<file path="src/rtl/lsu_pkg.sv">
// Shared widths and request/response records for the memory-stage load/store unit.
package lsu_pkg;
  localparam int ADDR_W = 10;
  localparam int DATA_W = 48;
  localparam int OFF_W  = 12;
  localparam int TAG_W  = 5;

  typedef struct packed {
    logic              is_store;
    logic [ADDR_W-1:0] addr;
    logic [DATA_W-1:0] wdata;
    logic [TAG_W-1:0]  tag;
    logic              fault;
  } lsu_req_t;

  typedef struct packed {
    logic [DATA_W-1:0] data;
    logic [TAG_W-1:0]  tag;
    logic              fault;
  } lsu_resp_t;

  function automatic logic [DATA_W-1:0] sext_off(input logic [OFF_W-1:0] off);
    return {{(DATA_W-OFF_W){off[OFF_W-1]}}, off};
  endfunction
endpackage

</file>
<file path="src/rtl/lsu_req_fifo.sv">
// In-order request queue; occupancy kept in a count register one bit wider than the pointers.
module lsu_req_fifo
  import lsu_pkg::*;
#(
  parameter int DEPTH = 4
) (
  input  logic                     clk,
  input  logic                     rst,
  input  logic                     push,
  input  lsu_req_t                 din,
  input  logic                     pop,
  output lsu_req_t                 dout,
  output logic                     full,
  output logic                     empty,
  output logic [$clog2(DEPTH):0]   count
);
  localparam int PW = $clog2(DEPTH);
  localparam int CW = PW + 1;

  lsu_req_t         slots [DEPTH];
  logic [PW-1:0]    wr_ptr, rd_ptr;
  logic             push_ok, pop_ok;

  assign full    = (count == CW'(DEPTH));
  assign empty   = (count == '0);
  assign push_ok = push && !full;
  assign pop_ok  = pop && !empty;
  assign dout    = slots[rd_ptr];

  always_ff @(posedge clk) begin
    if (push_ok) slots[wr_ptr] <= din;
  end

  always_ff @(posedge clk) begin
    if (rst) begin
      wr_ptr <= '0;
      rd_ptr <= '0;
      count  <= '0;
    end else begin
      if (push_ok) wr_ptr <= wr_ptr + 1'b1;
      if (pop_ok)  rd_ptr <= rd_ptr + 1'b1;
      case ({push_ok, pop_ok})
        2'b10:   count <= count + 1'b1;
        2'b01:   count <= count - 1'b1;
        default: ;
      endcase
    end
  end
endmodule

</file>
<file path="src/rtl/mem_stage_lsu.sv">
// Load/store unit in front of the data memory: EA adder, in-order queue, one op per cycle, registered load response.
// Optional address-range faulting is enabled by defining LSU_ADDR_FAULT_EN.
module mem_stage_lsu
  import lsu_pkg::*;
#(
  parameter int DEPTH = 4
) (
  input  logic              clk,
  input  logic              rst,
  input  logic              req_valid,
  output logic              req_ready,
  input  logic              req_is_store,
  input  logic [DATA_W-1:0] req_base,
  input  logic [OFF_W-1:0]  req_offset,
  input  logic [DATA_W-1:0] req_wdata,
  input  logic [TAG_W-1:0]  req_tag,
  output logic              resp_valid,
  input  logic              resp_ready,
  output logic [DATA_W-1:0] resp_data,
  output logic [TAG_W-1:0]  resp_tag,
  output logic              resp_fault,
  output logic              store_fault,
  output logic [ADDR_W-1:0] mem_address,
  output logic [DATA_W-1:0] mem_write_data,
  output logic              mem_read,
  output logic              mem_write,
  input  logic [DATA_W-1:0] mem_read_data,
  output logic              empty
);
  logic [DATA_W-1:0]    ea;
  logic                 ea_fault;
  lsu_req_t             enq, head;
  logic                 push, pop, load_go;
  logic                 q_full, q_empty;
  logic [$clog2(DEPTH):0] q_count;
  lsu_resp_t            resp_q;

  assign ea = req_base + sext_off(req_offset);

`ifdef LSU_ADDR_FAULT_EN
  // Any bit above the address field set means negative or past the top word.
  assign ea_fault = |ea[DATA_W-1:ADDR_W];
`else
  logic unused_ea_hi;
  assign unused_ea_hi = ^ea[DATA_W-1:ADDR_W];
  assign ea_fault     = 1'b0;
`endif

  assign enq = '{is_store: req_is_store, addr: ea[ADDR_W-1:0], wdata: req_wdata,
                 tag: req_tag, fault: ea_fault};

  assign req_ready = !q_full;
  assign push      = req_valid && !q_full;

  lsu_req_fifo #(.DEPTH(DEPTH)) u_fifo (
    .clk   (clk),
    .rst   (rst),
    .push  (push),
    .din   (enq),
    .pop   (pop),
    .dout  (head),
    .full  (q_full),
    .empty (q_empty),
    .count (q_count)
  );

  // A load at the head stalls everything behind it until the response slot frees.
  always_comb begin
    pop         = 1'b0;
    load_go     = 1'b0;
    mem_read    = 1'b0;
    mem_write   = 1'b0;
    store_fault = 1'b0;
    if (!rst && !q_empty) begin
      if (head.is_store) begin
        pop         = 1'b1;
        mem_write   = !head.fault;
        store_fault = head.fault;
      end else if (!resp_valid || resp_ready) begin
        pop      = 1'b1;
        load_go  = 1'b1;
        mem_read = !head.fault;
      end
    end
  end

  assign mem_address    = head.addr;
  assign mem_write_data = head.wdata;

  always_ff @(posedge clk) begin
    if (rst) begin
      resp_valid <= 1'b0;
      resp_q     <= '0;
    end else if (load_go) begin
      resp_valid  <= 1'b1;
      resp_q.data <= head.fault ? '0 : mem_read_data;
      resp_q.tag  <= head.tag;
      resp_q.fault <= head.fault;
    end else if (resp_ready) begin
      resp_valid <= 1'b0;
    end
  end

  assign resp_data  = resp_q.data;
  assign resp_tag   = resp_q.tag;
  assign resp_fault = resp_q.fault;
  assign empty      = (q_count == '0) && !resp_valid;
endmodule

</file>
<file path="config.mk">
export PLATFORM = sky130hd
export DESIGN_NAME = mem_stage_lsu
export DESIGN_NICKNAME = d
export VERILOG_FILES = /design/src/rtl/lsu_pkg.sv /design/src/rtl/lsu_req_fifo.sv /design/src/rtl/mem_stage_lsu.sv
export SDC_FILE = /design/constraint.sdc
export NUM_CORES = 1
export LEC_CHECK = 0
export CORE_MARGIN = 2
export CORE_UTILIZATION = 30
export DETAILED_ROUTE_END_ITERATION = 8
export MAX_ROUTING_LAYER = met4
export PLACE_DENSITY = 0.48
export SLEW_MARGIN = 15
export SYNTH_ARGS = -nofsm -noshare
export SYNTH_HDL_FRONTEND = slang
export SYNTH_SLANG_ARGS = --single-unit
</file>
<file path="constraint.sdc">
create_clock -name clk -period 3.6 [get_ports clk]
set_clock_uncertainty 0.1 [all_clocks]
set_input_delay 0.54 -clock clk [delete_from_list [all_inputs] [get_ports clk]]
set_output_delay 0.54 -clock clk [all_outputs]
set_load 0.005 [all_outputs]
</file>
# After elaboration in Yosys (flattened, before gate mapping)
# Memory sizes are Yosys's and may differ from the RTL's. A register that Yosys moved wholly into a read port is not among the register bits.
# Index checks and enable logic that the tools add are counted.
[totals]
reg_bits = 62
output_inout_bits = 118
inputBits = 166
memories = 1
ramBits = 256
word_cells = 50
[memory_table]
columns = ["memory", "depth", "word_bits", "rd", "rd_clocked_by_memory_dff", "write_ports", "line_no", "rtl"]
rows = [
  ["u_fifo.slots", 4, 64, 1, 1, 1, "lsu_req_fifo.sv:20", "lsu_req_t slots [DEPTH];"],
]
[classes]
add_sub_neg = 5
reduce_logical = 14
n_eq_ne = 3
muxes = 20
[ops]
columns = ["op", "n"]
rows = [
  ["$mux W48", 1],
  ["$mux W1", 16],
  ["$add A10 B10 Y10", 1],
  ["$pmux W3 S2", 1],
  ["$logic_and A1 B1 Y1", 5],
  ["$add A2 B1 Y2 const B", 2],
  ["$logic_not A1 Y1", 4],
  ["$mux W2", 2],
  ["$reduce_bool A2 Y1", 2],
  ["$add A3 B1 Y3 const B", 1],
  ["$eq A3 B3 Y1 const B", 1],
  ["$logic_not A3 Y1", 1],
  ["$sub A3 B1 Y3 const B", 1],
  ["$eq A2 B1 Y1 const B", 1],
  ["$eq A2 B2 Y1 const B", 1],
  ["$logic_not A1 Y1 const A", 1],
  ["$logic_or A1 B1 Y1", 1],
]

# Depth between registers and ports, before layout
# Gate-level depths: netlist of the first run.
[depth]
depth_word = 8
depth_mapped = 9
mapped_depth_nobuf = 9

# Hierarchy
# A second synthesis of the first run with hierarchy kept.
[hier_totals]
hier_cells = 689
hier_area_um2 = 12475.7
[modules_own_cells]
columns = ["mod", "cells_per_inst", "instances", "seq_area_each_um2", "area_per_inst_um2"]
rows = [
  ["lsu_req_fifo", 393, 1, 7987.7, 9897.0],
  ["mem_stage_lsu", 296, 1, 1101.1, 2578.7],
]

# Least setup slack after synthesis of the first run
# No wires, ideal clock.
[synth_path]
kind = "flip-flop to flip-flop"
from = "register u_fifo.count[0]"
to = "memory u_fifo.slots[0][0] (netlist bit), enable pin"
arrival_time_ns = 2.136
slack_ns = 0.934
period_less_slack_ns = 2.666
required_time_ns = 3.071
setup_ns = 0.429
path_buffers = 0
stages_incl_launch_ff = 3
cell_sequence = "dfxtp_1 or3b_1 and3_1"
[synth_via]
elab_chain_len = 6
[synth_rtl]
columns = ["element", "line_no", "rtl"]
rows = [
  ["from (decl)", "lsu_req_fifo.sv:15", "output logic [$clog2(DEPTH):0] count"],
  ["from (signal assigned)", "lsu_req_fifo.sv:43", "2'b10: count <= count + 1'b1;"],
  ["from (signal assigned)", "lsu_req_fifo.sv:44", "2'b01: count <= count - 1'b1;"],
  ["$eq A3 B3 Y1 (*)", "lsu_req_fifo.sv:24", "assign full = (count == CW'(DEPTH));"],
  ["$logic_not A1 Y1 (*)", "--", ""],
  ["via req_ready", "mem_stage_lsu.sv:11", "output logic req_ready,"],
  ["$logic_and A1 B1 Y1", "mem_stage_lsu.sv:53", "assign push = req_valid && !q_full;"],
  ["$logic_and A1 B1 Y1 (*)", "lsu_req_fifo.sv:26", "assign push_ok = push && !full;"],
  ["$mux W1 (*)", "lsu_req_fifo.sv:31", "if (push_ok) slots[wr_ptr] <= din;"],
  ["$mux W1 (implied by the code) (*)", "lsu_req_fifo.sv:31", ""],
  ["to (decl)", "lsu_req_fifo.sv:20", ""],
]
# The timed path passes the listed nets; every way through them passes the cells marked *.

==> impl_metrics.json, run 1 <==
{
  "row_count": 74,
  "grt_pass1_wl_um": 41300,
  "ys_ff_latch": 319,
  "relSlewSlack": 0.631,
  "crit_arrival_ns": 2.64,
  "fin_ws_ns": 0.320,
  "fin_crit_ns": 3.28,
  "cts_sinks": 319,
  "yosysTopAreaCell": "edfxtp_1",
  "setup_viol": 0,
  "drive_above_1_share": 0.145,
  "firstDrtPassIters": 8,
  "cp_top_family": "buffers and inverters",
  "coreArea_mm2": 0.0408,
  "synth_top_area_frac": 0.621,
  "synthesis.area_mm2": 0.0124,
  "syn_area_per_cell_um2": 17.0,
  "status": "finished with violations",
  "cp_max_fo": 10,
  "syn_inst": 728,
  "grt_pass1_vias": 6934,
  "maxCapViolations": 0,
  "netSwitchingFraction": 0.257,
  "die_area_mm2": 0.0429,
  "critPathBufInv": 1,
  "synth.distinct_cells": 36,
  "grt_max_degree": 103,
  "clkSlewWorstSetupHoldPaths_ns": 0.05,
  "synth.area.top_cells": "edfxtp_1, mux4_2, dfxtp_1, buf_4, nand2_1",
  "slew_violations": 0,
  "max_stage_delay_ns": 0.60,
  "h-tree-depth": 2,
  "gp_congestion": 0.729,
  "cts_tree": "done",
  "yosysSeqAreaShare": 0.723,
  "portBuffers": 241,
  "crit_chain": "mux4_2, nor4_4, clkdlybuf4s50_1",
  "grt_setup_unrepaired": "no",
  "cp-start-kind": "register",
  "ir_drop_mv": 0.360,
  "worstSetupPathType": "register to primary output",
  "nets": 1115,
  "violations": "design-rule violations",
  "required_ns": 2.96,
  "fmax_mhz": 305,
  "switchingPower_mw": 3.00,
  "initial_core_util": 0.303,
  "slowest_stage": "clkdlybuf4s50_1",
  "fin_util": 0.399,
  "area_growth_syn_to_layout_pct": 31.5,
  "route.detailed.drc": 3,
  "grtUsageTotal": 0.128,
  "p_int_mw": 8.66,
  "numCtsBuffers": 38,
  "cts-root-buf": "clkbuf_16",
  "final_antenna_net_count": 0,
  "hold_violations": 0,
  "grt_overflow_total": 0,
  "antenna_found_initial": 0,
  "cts_setup_buffers": 0,
  "power.share.clock": 0.320,
  "die_w_um": 207,
  "die_h_um": 207,
  "cts_max_path_buffers": 3,
  "boundaryPins": 284,
  "power_density_mw_per_mm2": 716,
  "clk_latency_ns": 0.54,
  "vias_per_cell": 4.46,
  "setup_tns_ns": 0,
  "hold_path.class": "register to register",
  "p_leak_nw": 5.31,
  "min_period_over_period": 0.911,
  "route.detailed.wl_per_inst_um": 17.7,
  "dp_slack_ns": 0.788,
  "antenna_cells": 0,
  "tightest_slew_ns": 0.554,
  "cts_hold_buf": 0,
  "num_vias": 6653,
  "power.share.combinational": 0.272,
  "crit_path_end_kind": "primary output",
  "seqPwrFrac": 0.408,
  "ys_warn_count": 0,
  "cts_resized": 0,
  "fillCellCount": 3756,
  "drtIter0Drc": 393,
  "wl_um": 26500,
  "place_hpwl_um": 16300
}
[kinds of logic after synthesis]
group                    count (synthesis)  synth area share
AO/OA/AOI/OAI                           67            0.0293
XOR/XNOR                                13           0.00919
adder cells (fa/ha/maj)                 16            0.0174
buffers and inverters                  105            0.0538
flip-flops                             319             0.723
multiplexers                            70             0.121
other                                    1          0.000303
AND/OR/NAND/NOR                        137            0.0462
[flip-flops by register name, indices dropped and copies added, names as in the netlist, named ones only]
signal,cells
u_fifo.count,3
resp_valid,1
u_fifo.slots,256
u_fifo.rd_ptr,2
u_fifo.wr_ptr,2
resp_tag,5
resp_data,48
[tightest hold or removal path: cells and delay by family (launching register included)]
family           cells  cell delay, ns
AO/OA/AOI/OAI        1            0.06
flip-flops           1            0.31
AND/OR/NAND/NOR      1            0.05
[final timing paths]
| check | endpoint | slack, ns | depth (start not counted) | start |
|---|---|---|---|---|
| min reg2reg | resp_data[10]$_SDFFE_PP0P_ | 0.36 | 2 | resp_data[10]$_SDFFE_PP0P_ |
| max | mem_read | 0.32 | 3 | register |
| max reg2reg | u_fifo.count[2]$_SDFFE_PP0P_ | 0.97 | 8 | register |
| min | resp_data[10]$_SDFFE_PP0P_ | 0.36 | 2 | resp_data[10]$_SDFFE_PP0P_ |
[final cells by class]
type	count	area, µm²	share of cell area
Inverter	14	52.6	0.00323
Multi-Input combinational cell	305	2790	0.172
Clock buffer	45	998	0.0613
Sequential cell	319	8960	0.550
Timing Repair Buffer	255	2590	0.159
Tap cell	532	666	0.0409
Clock inverter	23	220	0.0135
[cell usage in the layout, fill, tap and decap left out, types with 7 or more instances in the layout]
master	count
clkdlybuf4s50_1	241
inv_1	13
clkinv_1	9
clkbuf_16	39
dfxtp_1	61
nor2_1	16
o21ai_0	50
ha_1	14
edfxtp_1	256
xnor2_1	9
a21oi_1	7
buf_4	8
mux4_2	64
nand2_1	102
[synthesized netlist by cell type (all sizes together)]
library cell and instances:
mux4 64, nor2b 1, o211ai 2, nand2 102, mux2i 6, buf 74
dfxtp 63, and3 5, and2 2, ha 14, a21o 3, nand3 5
clkinv 1, nor2 16, nor3 1, edfxtp 256, o21ai 50, o311a 1
xnor2 9, or3b 1, clkbuf 17, o221ai 1, a31oi 2, xor2 4
or3 2, nor4 1, conb 1, a221oi 1, fa 2, inv 13
a21oi 7, nand2b 1
[metal layers]
layer | global-route usage | vias to the layer above | wire, µm
li1 | - | 3102 | -
met4 | 0.0441 | 0 | 615
met2 | 0.191 | 222 | 12000
met5 | - | - | 0
met3 | 0.0435 | 44 | 2060
met1 | 0.164 | 3285 | 11700
[power groups by stage]
stage	sequential, mW	combinational (mW)	clock, mW
6_report	4.75	3.17	3.73
5_1_grt	4.81	3.48	4.01
4_1_cts	4.76	3.29	3.87
3_5_place_dp	4.84	3.27	0
3_3_place_gp	4.82	3.28	0
2_1_floorplan	4.80	1.98	0
[stage by stage]
stage                     std cells  area, µm²  total power [mW]  hold slack [ns]
after CTS                      1493      16300              11.9            0.358
after detailed placement       1425      15100              8.11            0.350
after global routing           1493      16300              12.3            0.375
final                          1493      16300              11.7            0.356
after floorplan                 729      12400              6.78            0.327
after global placement         1425      15100              8.11            0.340
No activity file was read; power rests on OpenSTA's default activity.
==> run 2, diff against run 1 <==
--- a/config.mk
+++ b/config.mk
@@ -8,8 +8,10 @@
 export CORE_MARGIN = 2
 export CORE_UTILIZATION = 30
 export DETAILED_ROUTE_END_ITERATION = 8
+export DONT_BUFFER_PORTS = 1
+export HOLD_SLACK_MARGIN = 0.15
 export MAX_ROUTING_LAYER = met4
-export PLACE_DENSITY = 0.48
+export PLACE_DENSITY = 0.4
 export SLEW_MARGIN = 15
 export SYNTH_ARGS = -nofsm -noshare
 export SYNTH_HDL_FRONTEND = slang
==> impl_metrics.json, run 2 (synthesis gave the netlist of run 1 again) <==
{
  "required_ns": 2.96,
  "row_count": 74,
  "fin_ws_ns": 0.770,
  "antenna_found_initial": 2,
  "power_mw": 10.6,
  "boundaryPins": 284,
  "hold_ws_ns": 0.196,
  "dp_cells": 1180,
  "fin_crit_ns": 2.83,
  "holdPathStages": 1,
  "cts-root-buf": "clkbuf_16",
  "grt_pass1_vias": 6760,
  "fin_util": 0.364,
  "setup_tns_ns": 0,
  "die_h_um": 207,
  "die_area_mm2": 0.0429,
  "tightest_slew_ns": 1.07,
  "hold_violations": 0,
  "crit_arrival_ns": 2.19,
  "cp-start-kind": "register",
  "status": "complete, no violations",
  "cts_tree": "done",
  "area_growth_syn_to_layout_pct": 19.9,
  "final_antenna_net_count": 0,
  "clk_latency_ns": 0.53,
  "firstDrtPassIters": 4,
  "final_cell_mix": "edfxtp_1, dlygate4sd3_1, nand2_1",
  "grt_pass1_wl_um": 40600,
  "h-tree-depth": 2,
  "grt_overflow_total": 0,
  "portBuffers": 0,
  "grt_max_degree": 104,
  "fillCellCount": 3765,
  "maxCapViolations": 0,
  "final_common_cell": "edfxtp_1",
  "dp_slack_ns": 0.977,
  "relSlewSlack": 0.285,
  "route.detailed.wl_per_inst_um": 19.6,
  "numCtsBuffers": 37,
  "setup_viol": 0,
  "regArea_mm2": 0.00896,
  "power_density_mw_per_mm2": 713,
  "coreArea_mm2": 0.0408,
  "grtUsageTotal": 0.128,
  "crit_path_end_kind": "primary output",
  "drtIter0Drc": 393,
  "min_period_over_period": 0.786,
  "slew_violations": 0,
  "initial_core_util": 0.303,
  "num_vias": 6195,
  "fmax_mhz": 353,
  "regMostFlops": "u_fifo.slots",
  "multi_input_area_mm2": 0.00279,
  "fin_cells": 1351,
  "vias_per_cell": 4.59,
  "worstRegToRegCells": 9,
  "stdcell_area_mm2": 0.0148,
  "cts_sinks": 319,
  "cts_resized": 0,
  "placed_area_mm2": 0.0126,
  "grt_setup_unrepaired": "no",
  "gp_congestion": 0.792,
  "place_hpwl_um": 15600,
  "cp_max_fo": 63,
  "hold_path.class": "input pin to register",
  "largest_reg_flops": 256,
  "clkSlewWorstSetupHoldPaths_ns": 0.05,
  "p_leak_nw": 4.80,
  "wl_um": 26500,
  "drive_above_1_share": 0.160,
  "die_w_um": 207,
  "cts_max_path_buffers": 3,
  "route.detailed.drc": 0,
  "nets": 973,
  "worstSetupPathType": "register to primary output",
  "ir_drop_mv": 0.416
}
-- run 2: cell count changes in the layout (fill, tap and decap cells not counted), sizes merged --
cell	previous run	this run
clkinvlp	3	0
clkbuf	45	50
clkdlybuf4s50	241	0
dlygate4sd3	0	104
inv	15	13
clkinv	15	12
buf	14	10
diode	0	2
-- run 2: critical path, stage by stage, from the launching register on --
cell and delay [ns]:
dfxtp_4 0.34, buf_4 0.81, mux4_2 0.48
-- run 2: power breakdown --
group | switching (mW) | total (mW) | internal, mW
Combinational | 1.19 | 2.11 | 0.925
Sequential | 0.237 | 4.79 | 4.55
Clock | 1.39 | 3.68 | 2.29
-- run 2: final cells by class --
class	count	share of cell area
sequential	319	0.603
multi-input combinational	305	0.188
timing repair buffer	114	0.0786
clock buffer	50	0.0693
tap	532	0.0448
clock inverter	15	0.0121
inverter	14	0.00354
antenna	2	0.000337
-- run 2: path summary, 6_finish.rpt --
| path | startpoint | to | slack [ns] |
|---|---|---|---|
| min reg2reg | u_fifo.rd_ptr[1]$_SDFFE_PP0P_ | register | 0.35 |
| max reg2reg | u_fifo.count[2]$_SDFFE_PP0P_ | u_fifo.count[2]$_SDFFE_PP0P_ | 0.94 |
| min | req_base[0] | u_fifo.slots[3][53]$_DFFE_PP_ | 0.20 |
| max | register | mem_write_data[44] | 0.77 |
-- run 2: routing by layer --
layer / global-route usage / share of wire
met1: 0.139 / 0.39
met2: 0.215 / 0.51
met3: 0.0435 / 0.079
met4: 0.0490 / 0.026
met5: - / 0
-- run 2: repair_timing --
item / 4_1_cts / 5_1_grt
hold buffers: 104 / 0
endpoints found under the hold margin: 279 / 0
buffers inserted: 0 / 0
setup endpoints to repair: 0 / 0
==> run 3, diff against run 2 <==
--- a/config.mk
+++ b/config.mk
@@ -11,7 +11,7 @@
 export DONT_BUFFER_PORTS = 1
 export HOLD_SLACK_MARGIN = 0.15
 export MAX_ROUTING_LAYER = met4
-export PLACE_DENSITY = 0.4
+export PLACE_DENSITY = 0.41
 export SLEW_MARGIN = 15
 export SYNTH_ARGS = -nofsm -noshare
 export SYNTH_HDL_FRONTEND = slang
==> constraint.sdc (replaced) <==
create_clock -name clk -period 2.4 [get_ports clk]
set_clock_uncertainty 0.1 [all_clocks]
set_input_delay 0.36 -clock clk [delete_from_list [all_inputs] [get_ports clk]]
set_output_delay 0.36 -clock clk [all_outputs]
set_load 0.005 [all_outputs]
==> impl_metrics.json, run 3 (synthesis gave the netlist of run 1 again) <==
{
  "status": "finished with violations",
  "violations": "negative setup slack",
  "nets": 1007,
  "worstSetupPathType": "register to primary output",
  "place_hpwl_um": 16300,
  "final_cell_mix": "edfxtp_1, dlygate4sd3_1, nand2_1",
  "placed_area_mm2": 0.0127,
  "wl_um": 28800,
  "cp_max_fo": 7,
  "num_vias": 6447,
  "antenna_found_initial": 2,
  "netSwitchingFraction": 0.274,
  "crit_arrival_ns": 2.01,
  "cts_max_path_buffers": 3,
  "grt_overflow_total": 0,
  "setup_viol": 19,
  "drive_above_1_share": 0.198,
  "power_density_mw_per_mm2": 1080,
  "p_int_mw": 12.1,
  "grt_max_degree": 64,
  "vias_per_cell": 4.65,
  "min_period_over_period": 1.03,
  "initial_core_util": 0.303,
  "cp-start-kind": "register",
  "cts-root-buf": "clkbuf_16",
  "fmax_mhz": 406,
  "numCtsBuffers": 37,
  "clkSlewWorstSetupHoldPaths_ns": 0.05,
  "area_growth_syn_to_layout_pct": 24.4,
  "row_count": 74,
  "grt_pass1_wl_um": 42100,
  "power.share.clock": 0.329,
  "cts_tree": "done",
  "h-tree-depth": 2,
  "coreArea_mm2": 0.0408,
  "firstDrtPassIters": 4,
  "gp_congestion": 0.785,
  "largest_reg_flops": 256,
  "regMostFlops": "u_fifo.slots",
  "grtUsageTotal": 0.133,
  "hold_violations": 0,
  "switchingPower_mw": 4.55,
  "final_common_cell": "edfxtp_1",
  "stdcell_area_mm2": 0.0154,
  "clk_latency_ns": 0.54,
  "route.detailed.drc": 0,
  "grt_setup_unrepaired": "yes",
  "maxCapViolations": 0,
  "fin_ws_ns": -0.0658,
  "slew_violations": 0,
  "tightest_slew_ns": 0.628,
  "required_ns": 1.94,
  "portBuffers": 0,
  "cts_sinks": 319,
  "final_antenna_net_count": 0,
  "seqPwrFrac": 0.433,
  "fin_crit_ns": 2.47,
  "dp_slack_ns": -0.0222,
  "drtIter0Drc": 455,
  "ir_drop_mv": 0.516,
  "crit_path_end_kind": "primary output",
  "relSlewSlack": 0.581,
  "power.share.combinational": 0.238,
  "die_w_um": 207,
  "die_h_um": 207,
  "route.detailed.wl_per_inst_um": 20.8,
  "p_leak_nw": 5.06,
  "boundaryPins": 284,
  "grt_pass1_vias": 7004,
  "hold_path.class": "input pin to register",
  "power_mw": 16.6,
  "die_area_mm2": 0.0429
}
-- run 3: cell count changes in the layout (fill, tap and decap cells not counted), moves of 4 or more --
cell,previous run,this run
clkinv_1,7,3
buf_4,6,15
dlygate4sd3_1,104,110
clkbuf_16,39,43
buf_12,4,9
buf_16,0,5
-- run 3: path summary, 6_finish.rpt --
path	start	cells past startpoint	endpoint	slack, ns
worst max register to register	register	8	u_fifo.count[2]$_SDFFE_PP0P_	-0.06
worst max-delay path	register	3	mem_read	-0.07
worst min-delay path	req_offset[1]	3	u_fifo.slots[0][54]$_DFFE_PP_	0.21
worst min register to register	u_fifo.rd_ptr[1]$_SDFFE_PP0P_	1	register	0.35
-- run 3: power by group through the flow --
stage | clock network, mW | registers, mW | logic (mW)
after CTS | 5.63 | 7.19 | 3.83
after floorplan | 0 | 7.18 | 2.98
final | 5.46 | 7.19 | 3.95
after detailed placement | 0 | 7.30 | 3.24
after global routing | 5.84 | 7.26 | 4.31
after global placement | 0 | 7.26 | 3.19
-- run 3: through the flow --
stage                     instances  setup TNS (ns)  hold slack (ns)  utilization
after global routing           1386           -4.64            0.218        0.377
after floorplan                 729         -0.0370            0.327            -
after global placement         1192               0            0.334        0.312
final                          1386          -0.282            0.211        0.377
after detailed placement       1192         -0.0283            0.331        0.312
after CTS                      1378           -3.69           -0.251        0.374
-- run 3: final cells by class --
class / count / area (µm²)
Clock inverter: 13 / 128
Sequential cell: 319 / 8960
Timing Repair Buffer: 148 / 1720
Tap cell: 532 / 666
Inverter: 14 / 52.6
Clock buffer: 53 / 1070
Fill cell: 3714 / 25400
Multi-Input combinational cell: 305 / 2810
Antenna cell: 2 / 5.00
-- run 3: worst max-delay path, stage by stage (launching register included) --
cell,delay [ns]
dfxtp_4,0.36
mux4_2,0.56
nor4_4,0.36
buf_12,0.19
-- run 3: timing repair --
item / CTS / global route
cloned: 5 / 6
hold buffers: 110 / 1
hold endpoints to repair: 285 / 12
gates resized for setup: 9 / 9
setup endpoints to repair: 55 / 94
setup buffers: 5 / 1
pin swaps: 2 / 2
-- run 3: routing by layer --
| metal | share of wire | global-route usage | up-vias | wire length [µm] |
|---|---|---|---|---|
| li1 | - | - | 2891 | - |
| met1 | 0.40 | 0.151 | 3250 | 11500 |
| met2 | 0.49 | 0.216 | 253 | 14200 |
| met3 | 0.081 | 0.0471 | 53 | 2330 |
| met4 | 0.030 | 0.0530 | 0 | 875 |
| met5 | 0 | - | - | 0 |
